## src/rtl/div_sequencer_if.sv

```systemverilog
// Configuration, control and tick-output bundle for the divider-chain sequencer.
interface div_sequencer_if #(
    parameter int unsigned CNT_W  = 16,
    parameter int unsigned LEVELs = 3,
    parameter int unsigned NCNT_W = 8
);
    logic              CFG_VALID;
    logic              CFG_READY;
    logic [CNT_W-1:0]  CFG_DIV;
    logic              CFG_MODE;
    logic [NCNT_W-1:0] CFG_COUNT;
    logic              START;
    logic              STOP;
    logic              TICK;
    logic [LEVELs-1:0] TAP_OUT;
    logic              BUSY;
    logic              DONE;

    // Driver side: offers configuration and start/stop, observes the time base.
    modport master (
        output CFG_VALID, CFG_DIV, CFG_MODE, CFG_COUNT, START, STOP,
        input  CFG_READY, TICK, TAP_OUT, BUSY, DONE
    );

    // Sequencer side.
    modport slave (
        input  CFG_VALID, CFG_DIV, CFG_MODE, CFG_COUNT, START, STOP,
        output CFG_READY, TICK, TAP_OUT, BUSY, DONE
    );
endinterface

```

## src/rtl/div_sequencer.sv

```systemverilog
// Time-base sequencer: programmable prescaler producing a one-cycle TICK enable
// per period, a wrapping tick counter (TAP_OUT) and a one-shot mode of N ticks.
module div_sequencer #(
    parameter int unsigned CNT_W  = 16,
    parameter int unsigned LEVELs = 3,
    parameter int unsigned NCNT_W = 8
) (
    input logic            CLK_IN,
    input logic            RST,
    div_sequencer_if.slave bus
);
    typedef enum logic [1:0] {
        S_IDLE = 2'd0,
        S_RUN  = 2'd1,
        S_DONE = 2'd2
    } state_t;

    state_t            state_q;
    logic [CNT_W-1:0]  div_q;
    logic              mode_q;
    logic [NCNT_W-1:0] cnt_q;
    logic [CNT_W-1:0]  presc_q;
    logic [NCNT_W-1:0] rem_q;
    logic [LEVELs-1:0] tap_q;

    logic              tick_c;
    logic              eff_mode;
    logic [NCNT_W-1:0] eff_cnt;
    logic              last_tick;

    // Period end: prescaler has reached the programmed ratio while running.
    assign tick_c    = (state_q == S_RUN) && (presc_q == div_q);
    assign last_tick = tick_c && mode_q && (rem_q == NCNT_W'(1));

    // A configuration accepted in the same cycle as START applies to that run.
    assign eff_mode = bus.CFG_VALID ? bus.CFG_MODE  : mode_q;
    assign eff_cnt  = bus.CFG_VALID ? bus.CFG_COUNT : cnt_q;

    assign bus.TICK      = tick_c;
    assign bus.TAP_OUT   = tap_q;
    assign bus.CFG_READY = (state_q == S_IDLE);
    assign bus.BUSY      = (state_q != S_IDLE);
    assign bus.DONE      = (state_q == S_DONE);

    // Sequencer state, configuration registers, prescaler and tick counters.
    always_ff @(posedge CLK_IN) begin
        if (RST) begin
            state_q <= S_IDLE;
            div_q   <= '0;
            mode_q  <= 1'b0;
            cnt_q   <= '0;
            presc_q <= '0;
            rem_q   <= '0;
            tap_q   <= '0;
        end else begin
            case (state_q)
                S_IDLE: begin
                    if (bus.CFG_VALID) begin
                        div_q  <= bus.CFG_DIV;
                        mode_q <= bus.CFG_MODE;
                        cnt_q  <= bus.CFG_COUNT;
                    end
                    if (bus.START && !bus.STOP) begin
                        presc_q <= '0;
                        tap_q   <= '0;
                        rem_q   <= eff_cnt;
                        // A one-shot of zero ticks completes without running.
                        if (eff_mode && (eff_cnt == '0)) begin
                            state_q <= S_DONE;
                        end else begin
                            state_q <= S_RUN;
                        end
                    end
                end
                S_RUN: begin
                    if (tick_c) begin
                        presc_q <= '0;
                        tap_q   <= tap_q + LEVELs'(1);
                        if (mode_q) begin
                            rem_q <= rem_q - NCNT_W'(1);
                        end
                    end else begin
                        presc_q <= presc_q + CNT_W'(1);
                    end
                    // Abort takes priority over one-shot completion.
                    if (bus.STOP) begin
                        state_q <= S_IDLE;
                    end else if (last_tick) begin
                        state_q <= S_DONE;
                    end
                end
                S_DONE: begin
                    state_q <= S_IDLE;
                end
                default: begin
                    state_q <= S_IDLE;
                end
            endcase
        end
    end
endmodule

```

## src/flat_wrapper.sv

```systemverilog
// flat-port wrapper written by rule: the top's interface ports become plain ports
module div_sequencer_flat 
#(
    parameter int unsigned CNT_W  = 16,
    parameter int unsigned LEVELs = 3,
    parameter int unsigned NCNT_W = 8
)
  (CLK_IN, RST, bus_CFG_VALID, bus_CFG_DIV, bus_CFG_MODE, bus_CFG_COUNT, bus_START, bus_STOP, bus_CFG_READY, bus_TICK, bus_TAP_OUT, bus_BUSY, bus_DONE);
  div_sequencer_if #(.CNT_W(CNT_W), .LEVELs(LEVELs), .NCNT_W(NCNT_W)) bus_i ();
  input logic CLK_IN;
  input logic RST;
  input wire logic [$bits(bus_i.CFG_VALID)-1:0] bus_CFG_VALID;
  input wire logic [$bits(bus_i.CFG_DIV)-1:0] bus_CFG_DIV;
  input wire logic [$bits(bus_i.CFG_MODE)-1:0] bus_CFG_MODE;
  input wire logic [$bits(bus_i.CFG_COUNT)-1:0] bus_CFG_COUNT;
  input wire logic [$bits(bus_i.START)-1:0] bus_START;
  input wire logic [$bits(bus_i.STOP)-1:0] bus_STOP;
  output wire logic [$bits(bus_i.CFG_READY)-1:0] bus_CFG_READY;
  output wire logic [$bits(bus_i.TICK)-1:0] bus_TICK;
  output wire logic [$bits(bus_i.TAP_OUT)-1:0] bus_TAP_OUT;
  output wire logic [$bits(bus_i.BUSY)-1:0] bus_BUSY;
  output wire logic [$bits(bus_i.DONE)-1:0] bus_DONE;
  assign bus_i.CFG_VALID = bus_CFG_VALID;
  assign bus_i.CFG_DIV = bus_CFG_DIV;
  assign bus_i.CFG_MODE = bus_CFG_MODE;
  assign bus_i.CFG_COUNT = bus_CFG_COUNT;
  assign bus_i.START = bus_START;
  assign bus_i.STOP = bus_STOP;
  assign bus_CFG_READY = bus_i.CFG_READY;
  assign bus_TICK = bus_i.TICK;
  assign bus_TAP_OUT = bus_i.TAP_OUT;
  assign bus_BUSY = bus_i.BUSY;
  assign bus_DONE = bus_i.DONE;
  div_sequencer #(.CNT_W(CNT_W), .LEVELs(LEVELs), .NCNT_W(NCNT_W)) u_core (.CLK_IN(CLK_IN), .RST(RST), .bus(bus_i));
endmodule
```

## config.mk

```make
export PLATFORM = sky130hd
export DESIGN_NAME = div_sequencer_flat
export DESIGN_NICKNAME = d
export VERILOG_FILES = /design/src/rtl/div_sequencer_if.sv /design/src/rtl/div_sequencer.sv /design/src/flat_wrapper.sv
export SDC_FILE = /design/constraint.sdc
export NUM_CORES = 1
export LEC_CHECK = 0
export BUFFER_PORTS_ARGS = -buffer_cell sky130_fd_sc_hd__buf_2
export CORE_MARGIN = 5
export CORE_UTILIZATION = 57
export CTS_CLUSTER_DIAMETER = 60
export DETAILED_ROUTE_END_ITERATION = 8
export PLACE_DENSITY = 0.79
export SLEW_MARGIN = 20
export SYNTH_ARGS = -nofsm -noshare
export SYNTH_HDL_FRONTEND = slang
export SYNTH_SLANG_ARGS = --single-unit
```

## constraint.sdc

```tcl
create_clock -name CLK_IN -period 2.25 [get_ports CLK_IN]
set_clock_uncertainty 0.1 [all_clocks]
set_input_delay 0.45 -clock CLK_IN [delete_from_list [all_inputs] [get_ports CLK_IN]]
set_output_delay 0.45 -clock CLK_IN [all_outputs]
set_load 0.05 [all_outputs]
```

Word level (Yosys, flattened, before mapping)
Cells that the tools add are included.
{"block": "classes", "n_addsub": 3, "eq_ne": 8, "mux": 17, "n_reduce_logical": 15}
{"op": "2-to-1 mux 16 bit", "count": 2}
{"op": "2-to-1 mux 8 bit", "count": 4}
{"op": "one-hot mux 16 bit (2 select lines)", "count": 1}
{"op": "adder 16 x 1 -> 16 bit (second input constant)", "count": 1}
{"op": "equality test 16 bit", "count": 1}
{"op": "one-hot mux 8 bit (2 select lines)", "count": 1}
{"op": "equality test 8 x 1 -> 1 bit (second input constant)", "count": 1}
{"op": "logical NOT 8 bit", "count": 1}
{"op": "2-to-1 mux 2 bit", "count": 4}
{"op": "subtractor 8 x 1 -> 8 bit (second input constant)", "count": 1}
{"op": "2-to-1 mux 3 bit", "count": 2}
{"op": "!= test 2 x 1 -> 1 bit (second input constant)", "count": 3}
{"op": "one-hot mux 3 bit (2 select lines)", "count": 1}
{"op": "AND reduction 2 bit", "count": 3}
{"op": "logical AND 1 bit", "count": 5}
{"op": "one-hot mux 2 bit (2 select lines)", "count": 1}
{"op": "AND reduction 4 bit", "count": 1}
{"op": "nonzero test 2 bit", "count": 2}
{"op": "adder 3 x 1 -> 3 bit (second input constant)", "count": 1}
{"op": "!= test 3 x 2 -> 1 bit (second input constant)", "count": 1}
{"op": "AND reduction 3 bit", "count": 1}
{"op": "equality test 2 x 1 -> 1 bit (second input constant)", "count": 1}
{"op": "equality test 2 bit (second input constant)", "count": 1}
{"op": "logical NOT 2 bit", "count": 1}
{"op": "2 further kinds", "count": 2}
{"block": "totals", "reg_bits": 54, "in_bits": 30, "out_inout_bits": 7, "elab_cells": 50}

Longest topological paths before layout
Gate-level depths: netlist (run 1).
{"block": "depth", "word_depth": 7, "depth_mapped": 7}

Worst setup path before layout (run 1)
OpenSTA, ideal clock, no wires.
{"block": "synth_timing", "kind": "reg2reg", "start": "register u_core.state_q[1]", "end": "register u_core.cnt_q[0]", "setup_time_ns": 0.070, "t_arrival_ns": 2.426, "required_time_ns": 2.080, "path_slack_ns": -0.347, "path_stages_with_launch": 8, "n_path_buf": 2, "cell_sequence": "dfxtp_1 clkbuf_1 nor2_1 inv_1 nor2_1 buf_2 nand2_1 a21oi_1"}
{"block": "synth_between", "elab_chain_cells": 1}
{"item": "start, declared", "line": "div_sequencer.sv:18", "rtl": "state_t state_q;"}
{"item": "start signal, assigned", "line": "div_sequencer.sv:48", "rtl": "state_q <= S_IDLE;"}
{"item": "start signal, assigned", "line": "div_sequencer.sv:69", "rtl": "state_q <= S_DONE;"}
{"item": "start signal, assigned", "line": "div_sequencer.sv:71", "rtl": "state_q <= S_RUN;"}
{"item": "logical NOT 2 bit"}
{"item": "net bus_CFG_READY", "line": "flat_wrapper.sv:18", "rtl": "output wire logic [$bits(bus_i.CFG_READY)-1:0] bus_CFG_READY;"}
{"item": "end signal, assigned", "line": "div_sequencer.sv:61", "rtl": "cnt_q <= bus.CFG_COUNT;"}
{"item": "end, declared", "line": "div_sequencer.sv:21", "rtl": "logic [NCNT_W-1:0] cnt_q;"}
The timed path passes the listed nets, and every way through them passes these cells.
A chain may end at the register's enable or synchronous reset.

Worst setup path after layout (run 1)
{"block": "layout_timing", "start": "register u_core.presc_q[5]", "end": "output port bus_TICK"}
{"block": "layout_between", "elab_chain_cells": 2}
{"item": "start, declared", "line": "div_sequencer.sv:22", "rtl": "logic [CNT_W-1:0] presc_q;"}
{"item": "start signal, assigned", "line": "div_sequencer.sv:83", "rtl": "presc_q <= presc_q + CNT_W'(1);"}
{"item": "equality test 16 bit", "line": "div_sequencer.sv:32", "rtl": "assign tick_c = (state_q == S_RUN) && (presc_q == div_q);"}
{"item": "logical AND 1 bit", "line": "div_sequencer.sv:32"}
{"item": "end, declared", "line": "flat_wrapper.sv:19", "rtl": "output wire logic [$bits(bus_i.TICK)-1:0] bus_TICK;"}
No other way between the ends.

==> metrics.cfg, run 1 <==
[sta]
timing.fmax_ghz = 0.4404
setup_slack_ns = -0.02091
fin_crit_ns = 2.271
fin_crit_sh = 1.009
tightest_slew_ns = 0.6176
fin_hold_ws_ns = 0.2550
hold_violations = 0
tns_ns = -0.02091
rsz0062_at_grt = yes
relSlewSlack = 0.5878
setup_viol = 1
drv_slew = 0

[clocking]
hold_buffers = 0
path_clk_slew_ns = 0.11
cts_root_buf = clkbuf_8
h-tree-depth = 2
cts_tree = done
clockBufferDepth = 2
cts.sinks = 54
clock_latency_ns = 0.31
cts_buffers = 5

[worst_setup_path]
cp.required_ns = 1.70
start_kind = register
crit_type = reg2out
cpMaxStageDelayCell = dfxtp_4
path_cells = xor2_1 > nor4_2 > nand4_2 > nor2_4 > buf_8
slowest_delay_ns = 0.38
crit_buf_inv = 1
crit_family = simple AND/OR/NAND/NOR gates
arrival_ns = 1.72
crit_fanout = 4
cp-end-kind = output pin

[detailed_routing]
routedWlPerCell_um = 15.81
drt_wl_total_mm = 7.242
vias_per_cell = 5.843
m1WireLength_mm = 3.357
drc = 0
num_vias = 2676
ant_nets = 0
dr.first_iter.drc_count = 355
highest_layer = met4
met2_length_mm = 3.243
dr.pass1.iters = 5
wl_met3_um = 525

[yosys]
synth.area.top_cells = dfxtp_1 (39%), nand2_1 (8.9%), xor2_1 (7.3%)
yosysMostFrequentCell = nand2_1
synth_area_um2 = 2776
syn_nets = 383
netlist.top_cell.by_area = dfxtp_1
synthArstFlopShare = 0
syn-instance-count = 349
synth_common_cells = nand2_1 (66), dfxtp_1 (54), a21oi_1 (36)
synth-seq-area-share = 0.3894
synth_edf_count = 0
ys_warn_count = 0
synth-main-ff-cell = dfxtp_1
avgSynthCellArea_um2 = 7.955
synth_top_area_share = 0.3894
ys_types = 51
synth_seq_cells = 54

[cells_and_area]
num_antenna_cells = 0
fin_area_um2 = 3243
synthToLayoutAreaGrowth_pct = 16.81
drive_above_1_share = 0.1995
layout.nets = 424

[worst_hold_path]
holdCritPathClass = in2reg

[die]
die-area_um2 = 6366
die_w_um = 79.79
pin_count = 37
rows = 25
dieHeight_um = 79.79
start_util = 0.5878
core_area_um2 = 4723

[global_routing]
grt_max_degree = 40
grt_pass1_wl_mm = 11.75
grt-ovfl-total = 0
track_usage = 0.2343
grt_pass1_vias = 2425
antenna_found_initial = 0

[pwr]
p_per_area_nw_per_um2 = 598.1
irDropWorstVdd_v = 0.0004161
power.switching_uw = 587.5
p_int_mw = 1.352
swShare = 0.3029
clkPwrFrac = 0.304
power_frac_seq = 0.530
cellLeakagePower_nw = 1.349
comb_power_share = 0.166

[place]
place.gp.congestion = 0.9649
dp_hpwl_mm = 5.180
port-buffer-count = 36
place_area_um2 = 3077

[run_status]
status = complete, but fails checks
violations = negative setup slack

[flow_run]
max_cap_violations = 0

## flip-flops by register name, indices dropped and copies added, names as in the netlist
| register | flops |
|---|---|
| u_core.cnt_q | 8 |
| u_core.presc_q | 16 |
| u_core.rem_q | 8 |
| u_core.mode_q | 1 |
| u_core.state_q | 2 |
| u_core.div_q | 16 |
| u_core.bus.TAP_OUT | 3 |
## final timing paths
kind                     start                     to  slack (ns)  depth (start not counted)
max          u_core.presc_q[5]               bus_TICK       -0.02                          5
min             bus_CFG_DIV[5]        u_core.div_q[5]        0.25                          3
max reg2reg  u_core.presc_q[5]  u_core.bus.TAP_OUT[2]        0.18                          6
min reg2reg    u_core.cnt_q[1]        u_core.cnt_q[1]        0.38                          2
## worst min-delay path, stage by stage
cell     delay (ns)
buf_2          0.09
nand2_1        0.05
a21oi_1        0.05
## power groups by stage
stage / registers (mW) / clock network [mW] / logic, mW
2_1_floorplan: 1.04 / 0 / 0.207
3_3_place_gp: 1.05 / 0 / 0.301
3_5_place_dp: 1.05 / 0 / 0.307
4_1_cts: 1.03 / 0.597 / 0.316
5_1_grt: 1.03 / 0.628 / 0.354
6_report: 1.03 / 0.590 / 0.322
## per-layer routing
layer  global-route usage  vias to the layer above
met5                    0                        -
met4              0.06588                        0
met3              0.03837                       14
met2               0.3531                      113
met1               0.3443                     1234
li1                     -                     1315
## area by class of cell
| cell class | instances | area [µm²] |
|---|---|---|
| sequential | 54 | 1099 |
| multi-input combinational | 269 | 1612 |
| clock inverter | 3 | 27.53 |
| fill | 386 | 1480 |
| clock buffer | 5 | 68.82 |
| inverter | 8 | 30.03 |
| tap | 67 | 83.83 |
| timing repair buffer | 52 | 322.8 |
## kinds of logic after synthesis
| logic type | share of synthesized area |
|---|---|
| buffers and inverters | 0.03831 |
| xor gates and xnor gates | 0.08833 |
| DFF | 0.3894 |
| adders and majority gates | 0.01803 |
| AOI/OAI and AO/OA | 0.1541 |
| and+or+nand+nor | 0.2790 |
| muxes | 0.03290 |
## per-stage QoR
stage / setup slack [ns] / utilization / instances / power (mW)
2_1_floorplan: 0.01406 / - / 349 / 1.246
3_3_place_gp: 0.2310 / 0.6514 / 446 / 1.351
3_5_place_dp: 0.1606 / 0.6514 / 446 / 1.359
4_1_cts: 0.005323 / 0.6779 / 455 / 1.944
5_1_grt: -0.08570 / 0.6866 / 458 / 2.016
6_report: -0.02091 / 0.6866 / 458 / 1.940
## cells in the final DEF (no fill, tap or decap), drive strengths merged, types with 6 or more instances in the layout
cell   Yosys  final
nand2     66     66
dfxtp     54     54
buf        5     52
a21oi     37     37
nor2      31     31
xor2      23     23
inv        8     10
nor3       9      9
nand3      9      9
mux2i      8      8
nor4       8      8
nand4      7      7
a31oi      6      6
o21ai      6      6
## what timing repair did
item                       in CTS  in global routing
resized for setup               6                 10
buffers inserted                1                  3
setup endpoints to repair       1                  1
pin swaps                       1                  4
No activity file was read; power rests on OpenSTA's default activity.
==> run 2: changes to the inputs <==
--- a/config.mk
+++ b/config.mk
@@ -10,7 +10,7 @@
 export CORE_UTILIZATION = 57
 export CTS_CLUSTER_DIAMETER = 60
 export DETAILED_ROUTE_END_ITERATION = 8
-export PLACE_DENSITY = 0.79
+export PLACE_DENSITY = 0.8
 export SLEW_MARGIN = 20
 export SYNTH_ARGS = -nofsm -noshare
 export SYNTH_HDL_FRONTEND = slang
==> run 2 against run 1 <==
- the run still ends with negative setup slack left
- die area stayed put
- flip-flop and latch count unchanged
- power shrank 2.0%
- global-route usage fell by 1.1 points
- critical path type unchanged
==> metrics.cfg, run 2 (synthesized netlist as in run 1, its figures left out) <==
[clocking]
clock_latency_ns = 0.30
h-tree-depth = 2
path_clk_slew_ns = 0.10
cts_root_buf = clkbuf_8
cts_tree = done
cts.sinks = 54
cts_buffers = 5
clockBufferDepth = 2

[sta]
rsz0062_at_grt = yes
drv_slew = 0
setup_slack_ns = -0.01051
fin_crit_ns = 2.261
hold_violations = 0
relSlewSlack = 0.6062
fin_crit_sh = 1.005
tns_ns = -0.01051
tightest_slew_ns = 0.5901
timing.fmax_ghz = 0.4424
setup_viol = 1
fin_hold_ws_ns = 0.2677

[detailed_routing]
ant_nets = 0
num_vias = 2672
dr.pass1.iters = 4
vias_per_cell = 5.847
drc = 0
routedWlPerCell_um = 14.89
drt_wl_total_mm = 6.806
dr.first_iter.drc_count = 315

[worst_setup_path]
r2r-start = u_core.presc_q[7]
arrival_ns = 1.71
cp.required_ns = 1.70
crit_start = u_core.presc_q[7]
start_kind = register
cp-end-kind = output pin
crit_fanout = 3
crit_type = reg2out

[place]
port-buffer-count = 36
pre_cts_slack_ns = 0.1992
dp_hpwl_mm = 5.017
place.gp.congestion = 0.9413
place_area_um2 = 3084
dp.cells = 447

[global_routing]
use_met2 = 0.3414
track_usage = 0.2235
grt.met3_usage = 0.04176
grt_pass1_wl_mm = 11.47
grt-ovfl-total = 0
antenna_found_initial = 0
grt_pass1_vias = 2484
grt_max_degree = 40
grt_busiest_layer = met2
met1_usage = 0.3207

[die]
die_w_um = 79.79
core_area_um2 = 4723
start_util = 0.5878
die-area_um2 = 6366
rows = 25
pin_count = 37
dieHeight_um = 79.79

[worst_hold_path]
hp-start = bus_CFG_DIV[3]
holdCritPathClass = in2reg

[cells_and_area]
final_util = 0.6826
drive_above_1_share = 0.1974
num_antenna_cells = 0
fin_cells = 457
reg.largest.list = u_core.div_q x16, u_core.presc_q x16
fill_cells = 394
final_common_cell = nand2_1
fin_area_um2 = 3224
final_cell_mix = nand2_1 (66), dfxtp_1 (46), a21oi_1 (36)
synthToLayoutAreaGrowth_pct = 16.13
layout.nets = 423

[pwr]
p_per_area_nw_per_um2 = 589.7
irDropWorstVdd_v = 0.0005865
cellLeakagePower_nw = 1.335
p_total_mw = 1.901

[run_status]
violations = negative setup slack
status = complete, but fails checks

[flow_run]
max_cap_violations = 0

## run 2: changes by cell type in the layout (fill, tap and decap cells not counted), sizes merged
| cell | delta |
|---|---|
| buf | -1 |
| clkinvlp | +1 |
| inv | -1 |
## run 2: final timing paths
path	end	slack [ns]	cells past startpoint
setup / recovery	bus_TICK	-0.01	6
hold / removal	u_core.div_q[3]	0.27	3
setup reg to reg	u_core.bus.TAP_OUT[2]	0.12	8
hold reg to reg	u_core.div_q[14]	0.38	2
## run 2: repair_timing
action	in CTS	in global routing
gates resized for setup	9	4
gates cloned	0	0
pin swaps	3	6
buffers inserted	1	1
hold buffers	0	0
endpoints found under the setup margin	1	3
## run 2: worst max-delay path, stage by stage, from the launching register on
cell     delay [ns]
dfxtp_2        0.36
xor2_1         0.16
nor4_2         0.27
buf_4          0.16
nand4_2        0.12
nor2_4         0.17
buf_8          0.15
## run 2: area by class of cell
class                   instances  area, µm²  area share
repair buffers                 51      315.3     0.09779
clock inverters                 3      23.77    0.007373
flip-flops and latches         54       1091      0.3384
clock buffers                   5      68.82     0.02134
inverters                       8      30.03    0.009313
well taps                      67      83.83     0.02600
multi-input cells             269       1612      0.4998
## run 2: power by group
part / internal [mW] / switching, mW
clock network: 0.223 / 0.327
registers: 0.993 / 0.0372
logic: 0.133 / 0.188
total: 1.35 / 0.552
## run 2: routing by layer
layer	vias up	wire length [µm]
met3	10	516
met5	-	0
li1	1311	-
met4	0	74
met1	1247	3182
met2	104	3034
